**src/rtl/dmem_pkg.sv**
```systemverilog
// dmem_pkg: shared constants and types for the handshaked data memory.
//   WORD_W / BYTES_PER_WORD : word geometry
//   state_t                 : responder FSM states
//   LANEn_LSB / lane_lsb()  : big-endian lane to bit-slice mapping
//                             (lane 0 = lowest address = bits [31:24])
package dmem_pkg;

    localparam int WORD_W         = 32;
    localparam int BYTES_PER_WORD = 4;

    typedef enum logic [1:0] {
        IDLE   = 2'd0,
        ACCESS = 2'd1,
        RESP   = 2'd2
    } state_t;

    localparam int LANE0_LSB = 24;
    localparam int LANE1_LSB = 16;
    localparam int LANE2_LSB = 8;
    localparam int LANE3_LSB = 0;

    // LSB of the 8-bit slice that lane 'lane' occupies in a word.
    function automatic int lane_lsb(input int lane);
        return WORD_W - 8 * (lane + 1);
    endfunction

endpackage

```
**src/rtl/be_byte_ram.sv**
```systemverilog
// be_byte_ram: byte-organised storage with big-endian word access.
//   clk   : write clock
//   we    : commit a word store on this posedge
//   addr  : byte address of the most significant byte
//   wdata : store word (bits [31:24] go to addr)
//   rdata : combinational word read starting at addr
// Lane addresses wrap modulo DEPTH, so a word near the top of the
// array continues at byte 0. Contents are not reset.
module be_byte_ram
    import dmem_pkg::*;
#(
    parameter int DEPTH  = 32,
    parameter int ADDR_W = 5
) (
    input  logic              clk,
    input  logic              we,
    input  logic [ADDR_W-1:0] addr,
    input  logic [31:0]       wdata,
    output logic [31:0]       rdata
);

    logic [7:0] mem [DEPTH];
    logic [BYTES_PER_WORD-1:0][ADDR_W-1:0] lane_addr;

    for (genvar l = 0; l < BYTES_PER_WORD; l++) begin : g_lane
        // ADDR_W-bit add gives the modulo-DEPTH wrap for free
        assign lane_addr[l] = addr + ADDR_W'(l);
        assign rdata[lane_lsb(l) +: 8] = mem[lane_addr[l]];
    end

    always_ff @(posedge clk) begin
        if (we) begin
            for (int l = 0; l < BYTES_PER_WORD; l++) begin
                mem[lane_addr[l]] <= wdata[lane_lsb(l) +: 8];
            end
        end
    end

endmodule

```
**src/rtl/dmem_responder.sv**
```systemverilog
// dmem_responder: handshaked word load/store target with wait states.
//   clk, reset            : clock, async active-high reset
//   req_valid/req_ready   : request handshake
//   req_write             : 1 = store word, 0 = load word
//   req_addr              : byte address of the most significant byte
//   req_wdata             : store data
//   resp_valid/resp_ready : response handshake
//   resp_rdata            : load data, 0 for stores
//   resp_write            : echo of the accepted req_write
// One transaction in flight: IDLE accepts, ACCESS counts WAIT cycles
// then commits, RESP holds the result until the initiator takes it.
module dmem_responder
    import dmem_pkg::*;
#(
    parameter int DEPTH  = 32,
    parameter int ADDR_W = 5,
    parameter int WAIT   = 1
) (
    input  logic              clk,
    input  logic              reset,
    input  logic              req_valid,
    output logic              req_ready,
    input  logic              req_write,
    input  logic [ADDR_W-1:0] req_addr,
    input  logic [31:0]       req_wdata,
    output logic              resp_valid,
    input  logic              resp_ready,
    output logic [31:0]       resp_rdata,
    output logic              resp_write
);

    state_t            state;
    logic [3:0]        wait_cnt;
    logic              lat_write;
    logic [ADDR_W-1:0] lat_addr;
    logic [31:0]       lat_wdata;
    logic [31:0]       ram_rdata;
    logic              commit;

    // The access happens on the ACCESS edge where the counter has run out;
    // a reset before that edge leaves the array untouched.
    assign commit = (state == ACCESS) && (wait_cnt == 4'd0);

    be_byte_ram #(
        .DEPTH  (DEPTH),
        .ADDR_W (ADDR_W)
    ) u_ram (
        .clk   (clk),
        .we    (commit && lat_write),
        .addr  (lat_addr),
        .wdata (lat_wdata),
        .rdata (ram_rdata)
    );

    always_ff @(posedge clk or posedge reset) begin
        if (reset) begin
            state      <= IDLE;
            req_ready  <= 1'b0;
            resp_valid <= 1'b0;
            resp_rdata <= '0;
            resp_write <= 1'b0;
            wait_cnt   <= '0;
            lat_write  <= 1'b0;
            lat_addr   <= '0;
            lat_wdata  <= '0;
        end else begin
            case (state)
                IDLE: begin
                    // ready is registered so it is low during reset and
                    // rises on the first edge afterwards
                    req_ready <= 1'b1;
                    if (req_valid && req_ready) begin
                        lat_write <= req_write;
                        lat_addr  <= req_addr;
                        lat_wdata <= req_wdata;
                        wait_cnt  <= 4'(WAIT);
                        req_ready <= 1'b0;
                        state     <= ACCESS;
                    end
                end
                ACCESS: begin
                    if (wait_cnt != 4'd0) begin
                        wait_cnt <= wait_cnt - 4'd1;
                    end else begin
                        resp_rdata <= lat_write ? 32'd0 : ram_rdata;
                        resp_write <= lat_write;
                        resp_valid <= 1'b1;
                        state      <= RESP;
                    end
                end
                RESP: begin
                    if (resp_ready) begin
                        resp_valid <= 1'b0;
                        resp_rdata <= '0;
                        req_ready  <= 1'b1;
                        state      <= IDLE;
                    end
                end
                default: begin
                    req_ready  <= 1'b0;
                    resp_valid <= 1'b0;
                    state      <= IDLE;
                end
            endcase
        end
    end

endmodule
```
**config.mk**
```make
export PLATFORM = sky130hd
export DESIGN_NAME = dmem_responder
export DESIGN_NICKNAME = d
export VERILOG_FILES = /design/src/rtl/dmem_pkg.sv /design/src/rtl/be_byte_ram.sv /design/src/rtl/dmem_responder.sv
export SDC_FILE = /design/constraint.sdc
export NUM_CORES = 1
export LEC_CHECK = 0
export CORE_MARGIN = 4
export CORE_UTILIZATION = 45
export DETAILED_ROUTE_END_ITERATION = 8
export PLACE_DENSITY = 0.62
export SLEW_MARGIN = 25
export SYNTH_ARGS = -nofsm -noshare
export SYNTH_HDL_FRONTEND = slang
export SYNTH_SLANG_ARGS = --single-unit
```
**constraint.sdc**
```tcl
create_clock -name clk -period 9.3 [get_ports clk]
set_input_delay 0.93 -clock clk [delete_from_list [all_inputs] [get_ports clk]]
set_output_delay 0.93 -clock clk [all_outputs]
set_load 0.005 [all_outputs]
```
* Word level (Yosys, flattened, before mapping)
Memory sizes are Yosys's and may differ from the RTL's. Index checks and enable logic that the tools add are counted.
Storage, ports and cells: flip-flop bits (word level) 79, RAM bits 256, bits of input ports 42, output and inout bits 35, word-level logic and storage cells 57, memories kept 1
Memory list:
- u_ram.mem | depth 32, bits a word 8, rd ports 4, clocked after memory_dff 0, wr ports 4, line be_byte_ram.sv:22 | logic [7:0] mem [DEPTH];
Operators by class: $add $sub $neg 4, equal/unequal tests 6, muxes and demuxes 19, bitwise operators 3, reduce and logical (&&, ||, !) cells 15
Operator list (number):
- 32-bit two-way mux | 3
- 32-bit one-hot mux with 2 select lines | 1
- 3-bit AND reduction | 4
- 5-bit by 2-bit adder with 5-bit output (second input constant) | 2
- 4-bit two-way mux | 2
- 4-bit one-hot mux with 2 select lines | 1
- 1-bit two-way mux | 6
- 2-bit two-way mux | 3
- 2-bit inequality test (second input constant) | 3
- 1-bit one-hot mux with 3 select lines | 2
- 2-bit one-hot mux with 3 select lines | 1
- 2-bit AND reduction | 3
- 5-bit by 1-bit adder with 5-bit output (second input constant) | 1
- 4-bit logical NOT | 1
- 2-bit nonzero test | 2
- 4-bit nonzero test | 1
- 4-bit by 1-bit subtractor with 4-bit output (second input constant) | 1
- 1-bit logical AND | 3
- 1-bit NOT | 3
- 2-bit by 1-bit equality test with 1-bit output (second input constant) | 1
- 2-bit equality test (second input constant) | 1
- 2-bit logical NOT | 1
- 2-bit by 1-bit inequality test with 1-bit output (second input constant) | 1

* Logic depth before layout (Yosys ltp)
word-level depth 5, gate-level depth with buffers 14, depth with buffers taken out 8

* Modules after synthesis
A second synthesis with hierarchy kept.
Second synthesis, totals: cell total of the unflattened synthesis 2687, area, all modules 28755.1 µm²
Modules (own cells, without submodules):
- be_byte_ram | times used 1, cells an instance 2483, area an instance 25677.1 µm², sequential area each 7687.4 µm²
- dmem_responder | times used 1, cells an instance 204, area an instance 3078.0 µm², sequential area each 1976.9 µm²

* Worst setup path after synthesis
Ideal clock, no wire load.
path kind register to register, start point reg lat_addr[1], end point mem u_ram.mem[5][0] (enable), library setup time 0.384 ns, arrival time 3.235 ns, data required time 8.916 ns, setup slack 5.681 ns, cell stages (with the launch flop) 12, buffers on the path 4, clock period less this slack 3.619 ns, cells stage by stage dfrtp_1 -> buf_2 -> buf_2 -> inv_2 -> buf_1 -> ha_1 -> xnor2_2 -> buf_2 -> nand3_2 -> nor2_1 -> nor3b_1 -> o21ai_0
RTL lines:
- start: declaration | line dmem_responder.sv:35 | logic [ADDR_W-1:0] lat_addr;
- start signal: assignment | line dmem_responder.sv:74 | lat_addr <= req_addr;
- end: declaration | line be_byte_ram.sv:22

==> run_results.csv <==
group,metric,value,unit
synth,synth_area_per_cell,10.8,um^2
drt,vias_per_cell,7.41,
clock_tree,cts_resized,0,
power_and_ir_drop,total_power,12200,uW
sta,finalMaxSlewViolations,0,
sta,max_slew.worst_pin.slew,1180,ps
global_routing,antenna_found_initial,5,
clock_tree,clk_pin_slew,70,ps
synth,synth_warnings,0,
clock_tree,numCtsBuffers,41,
critical_path,cp_max_fo,54,
floorplanning,die_y,264,um
sta,maxSlewHeadroom,21.5,%
floorplanning,chipWidth,264,um
sta,fmax,0.188,GHz
synth,ys.flop_type,"edfxtp_1",
global_routing,grt_max_degree,117,
place,placedCellCount,3402,
floorplanning,io_pins,77,
power_and_ir_drop,p_leak,0.0110,uW
run,cap_violations,0,
status,status,"finished clean",
synth,synth_top_area_cell,"edfxtp_1",
synth,synth_edf_count,256,
sta,finalCriticalPeriod,5330,ps
clock_tree,cts_num_sinks,335,
synth,synth_nets,2768,
sta,setup_viol,0,
global_routing,grt_pass1_wl,186,mm
clock_tree,insertion_delay,590,ps
critical_path,setup.worst_path.start_class,"register",
clock_tree,cts-root-buf,"clkbuf_16",
clock_tree,postCtsSetupRepairBufs,0,
synth,synth_async_sr_flop_share,23.6,%
critical_path,worstSetupEndpointType,"register",
clock_tree,postCtsHoldBufs,0,
min_path,hold_depth,2,
place,place.gp.congestion,1.05,
sta,rsz0062_at_grt,"false",
synth,syn_inst,2717,
critical_path,arrival,5540,ps
min_path,min_to,"resp_rdata[9]",
synth,synth_top_cell_area_share,26.1,%
power_and_ir_drop,pwr_density_cell,385,nW/um^2
drt,drt_iter0_drc,4764,
sta,timing.setup.tns,0,ps
global_routing,track_usage,36.9,%
finish,layout-drive-gt1-share,27.3,%
critical_path,r2r_slack,3970,ps
critical_path,required,9510,ps
clock_tree,htree_levels,2,
place,dp_hpwl,88.7,mm
drt,dr_total_vias,25800,
sta,layout_worst_path_cycle_share,57.3,%
global_routing,overflow,0,
floorplanning,dieArea,69600,um^2
sta,hold_viol,0,
critical_path,r2r-end,"u_ram.mem[31][1]",
place,placement.io_buffers,76,
drt,drc,0,
synth,synth_area,29500,um^2
power_and_ir_drop,ir_worst_vdd,408,uV
critical_path,reg2regPathDepth,8,
min_path,hold_class,"register to register",
drt,ant_nets,0,
critical_path,rr_startpoint,"lat_addr[1]",
clock_tree,clock_path_buffers,3,
floorplanning,start_util,45.6,%
drt,drt_wl_total,133,mm
global_routing,grt_pass1_vias,23900,
finish,nets,2642,
synth,ys_seq_area_share,32.8,%
floorplanning,rows,93,
drt,wl_per_cell,38.3,um
clock_tree,cts_tree,"done",
synth,synth.distinct_cells,84,
synth,yosys_register_bits,335,
drt,drt_pass1_iterations,6,
sta,final.setup_skew,27.1,ps
critical_path,crit_type,"register to register",
min_path,worstHoldStart,"resp_rdata[9]",
finish,syn_to_final_growth,7.62,%
finish,fin_util,49.1,%
finish,layout.cells.non_filler,3476,
synth,synth.area.top_cells,"edfxtp_1 (26%), mux4_2 (17%), mux2i_1 (9.8%)",
floorplanning,core_area,64600,um^2
==> stage by stage <==
| stage | instance area (um^2) | hold slack, ps | setup WS [ps] |
|---|---|---|---|
| 6_report | 31700 | 474 | 3970 |
| 4_1_cts | 31700 | 481 | 4140 |
| 2_1_floorplan | 29500 | 463 | 5680 |
| 3_5_place_dp | 30400 | 464 | 4150 |
| 3_3_place_gp | 30400 | 462 | 4220 |
| 5_1_grt | 31700 | 489 | 3830 |
==> area by class of cell <==
cell class / instances / area [um^2]
Fill cell: 5712 / 32900
Multi-Input combinational cell: 2060 / 18300
Sequential cell: 335 / 9730
Timing Repair Buffer: 137 / 1240
Clock buffer: 54 / 1130
Tap cell: 855 / 1070
Clock inverter: 17 / 159
Inverter: 16 / 61.3
Antenna cell: 2 / 5.00
==> how the worst max path moves through the flow <==
| stage | start | endpoint | slack (ps) | depth (start not counted) |
|---|---|---|---|---|
| 4_1_cts | lat_addr[0] | u_ram.mem[31][1] | 4140 | 9 |
| 6_report | lat_addr[1] | u_ram.mem[31][1] | 3970 | 8 |
| 3_5_place_dp | lat_addr[0] | u_ram.mem[31][6] | 4150 | 9 |
| 2_1_floorplan | lat_addr[1] | u_ram.mem[5][0] | 5680 | 11 |
| 3_3_place_gp | lat_addr[0] | u_ram.mem[4][1] | 4220 | 9 |
| 5_1_grt | lat_addr[1] | u_ram.mem[21][0] | 3830 | 8 |
==> synth_stat cells, drive strengths merged (7+ instances only) <==
master	number
nand2	388
mux2i	287
edfxtp	256
o21ai	251
mux2	243
mux4	224
buf	172
clkbuf	134
nor2	107
dfrtp	79
a21oi	67
nand3	63
o22ai	46
a21o	40
nor3	36
a22oi	30
nor2b	26
a211oi	25
nand4	21
a32oi	20
o31ai	19
a22o	17
inv	16
nand2b	11
a2111o	9
ha	9
o2111ai	8
a31oi	7
a32o	7
==> worst max-delay path, cell delays in order (launching register included) <==
cell and delay (ps):
dfrtp_4 1000, inv_2 550, ha_1 490, nand3b_4 270, xnor2_4 740, nand3_1 510
nor2_1 800, nor3_1 140, o21ai_1 430
==> cell usage in the layout, fill, tap and decap left out, types with 7 or more instances in the layout <==
cell type / synthesis / layout
clkbuf_1: 134 / 10
a32oi_1: 20 / 20
nand2_2: 8 / 8
o21ai_1: 88 / 100
dfrtp_2: 0 / 14
o22ai_1: 46 / 46
mux2i_1: 287 / 287
dfrtp_4: 0 / 12
a21oi_1: 54 / 54
nand2_1: 380 / 380
nand4_1: 20 / 20
edfxtp_1: 256 / 256
nor2_4: 14 / 14
a21o_1: 40 / 40
ha_1: 9 / 7
clkbuf_16: 0 / 43
mux4_2: 224 / 224
o31ai_1: 19 / 19
a32o_1: 7 / 7
inv_1: 13 / 12
nor2b_1: 26 / 25
clkinv_1: 0 / 9
clkdlybuf4s50_1: 0 / 76
o21ai_0: 155 / 143
nor2_2: 14 / 16
buf_4: 38 / 59
nor3_1: 33 / 32
a21oi_4: 10 / 10
dfrtp_1: 79 / 53
a2111o_1: 9 / 9
nand3_1: 59 / 59
a22oi_1: 30 / 30
o2111ai_1: 8 / 8
a211oi_1: 25 / 25
nor2_1: 77 / 75
o21ai_2: 8 / 8
nand2b_1: 11 / 11
mux2_2: 243 / 243
a22o_1: 17 / 17
==> flip-flops by register name (all words and copies together) (netlist names) <==
signal      flops
lat_wdata      32
state           2
wait_cnt        4
resp_valid      1
u_ram.mem     256
lat_addr        5
resp_write      1
lat_write       1
resp_rdata     32
req_ready       1
==> power by group <==
group | total (uW) | switching [uW] | internal [uW]
Clock | 1620 | 684 | 932
Combinational | 7450 | 4520 | 2930
Sequential | 3150 | 1140 | 2010
==> routing by layer <==
metal	GRT usage (%)	up-vias	wire, um
met1	51.3	12800	50500
met4	16.8	6	7510
li1	-	10200	-
met2	54.1	2239	56500
met3	9.86	464	18500
met5	0	-	47
==> cells by family after synthesis <==
| family | synth area share [%] |
|---|---|
| muxes | 36.2 |
| and+or+nand+nor | 11.5 |
| DFF | 32.8 |
| AOI/OAI and AO/OA | 13.3 |
| adders and majority gates | 0.382 |
| xor gates and xnor gates | 0.552 |
| buffers and inverters | 5.27 |
Note: power is estimated with default switching activity, not from simulation.
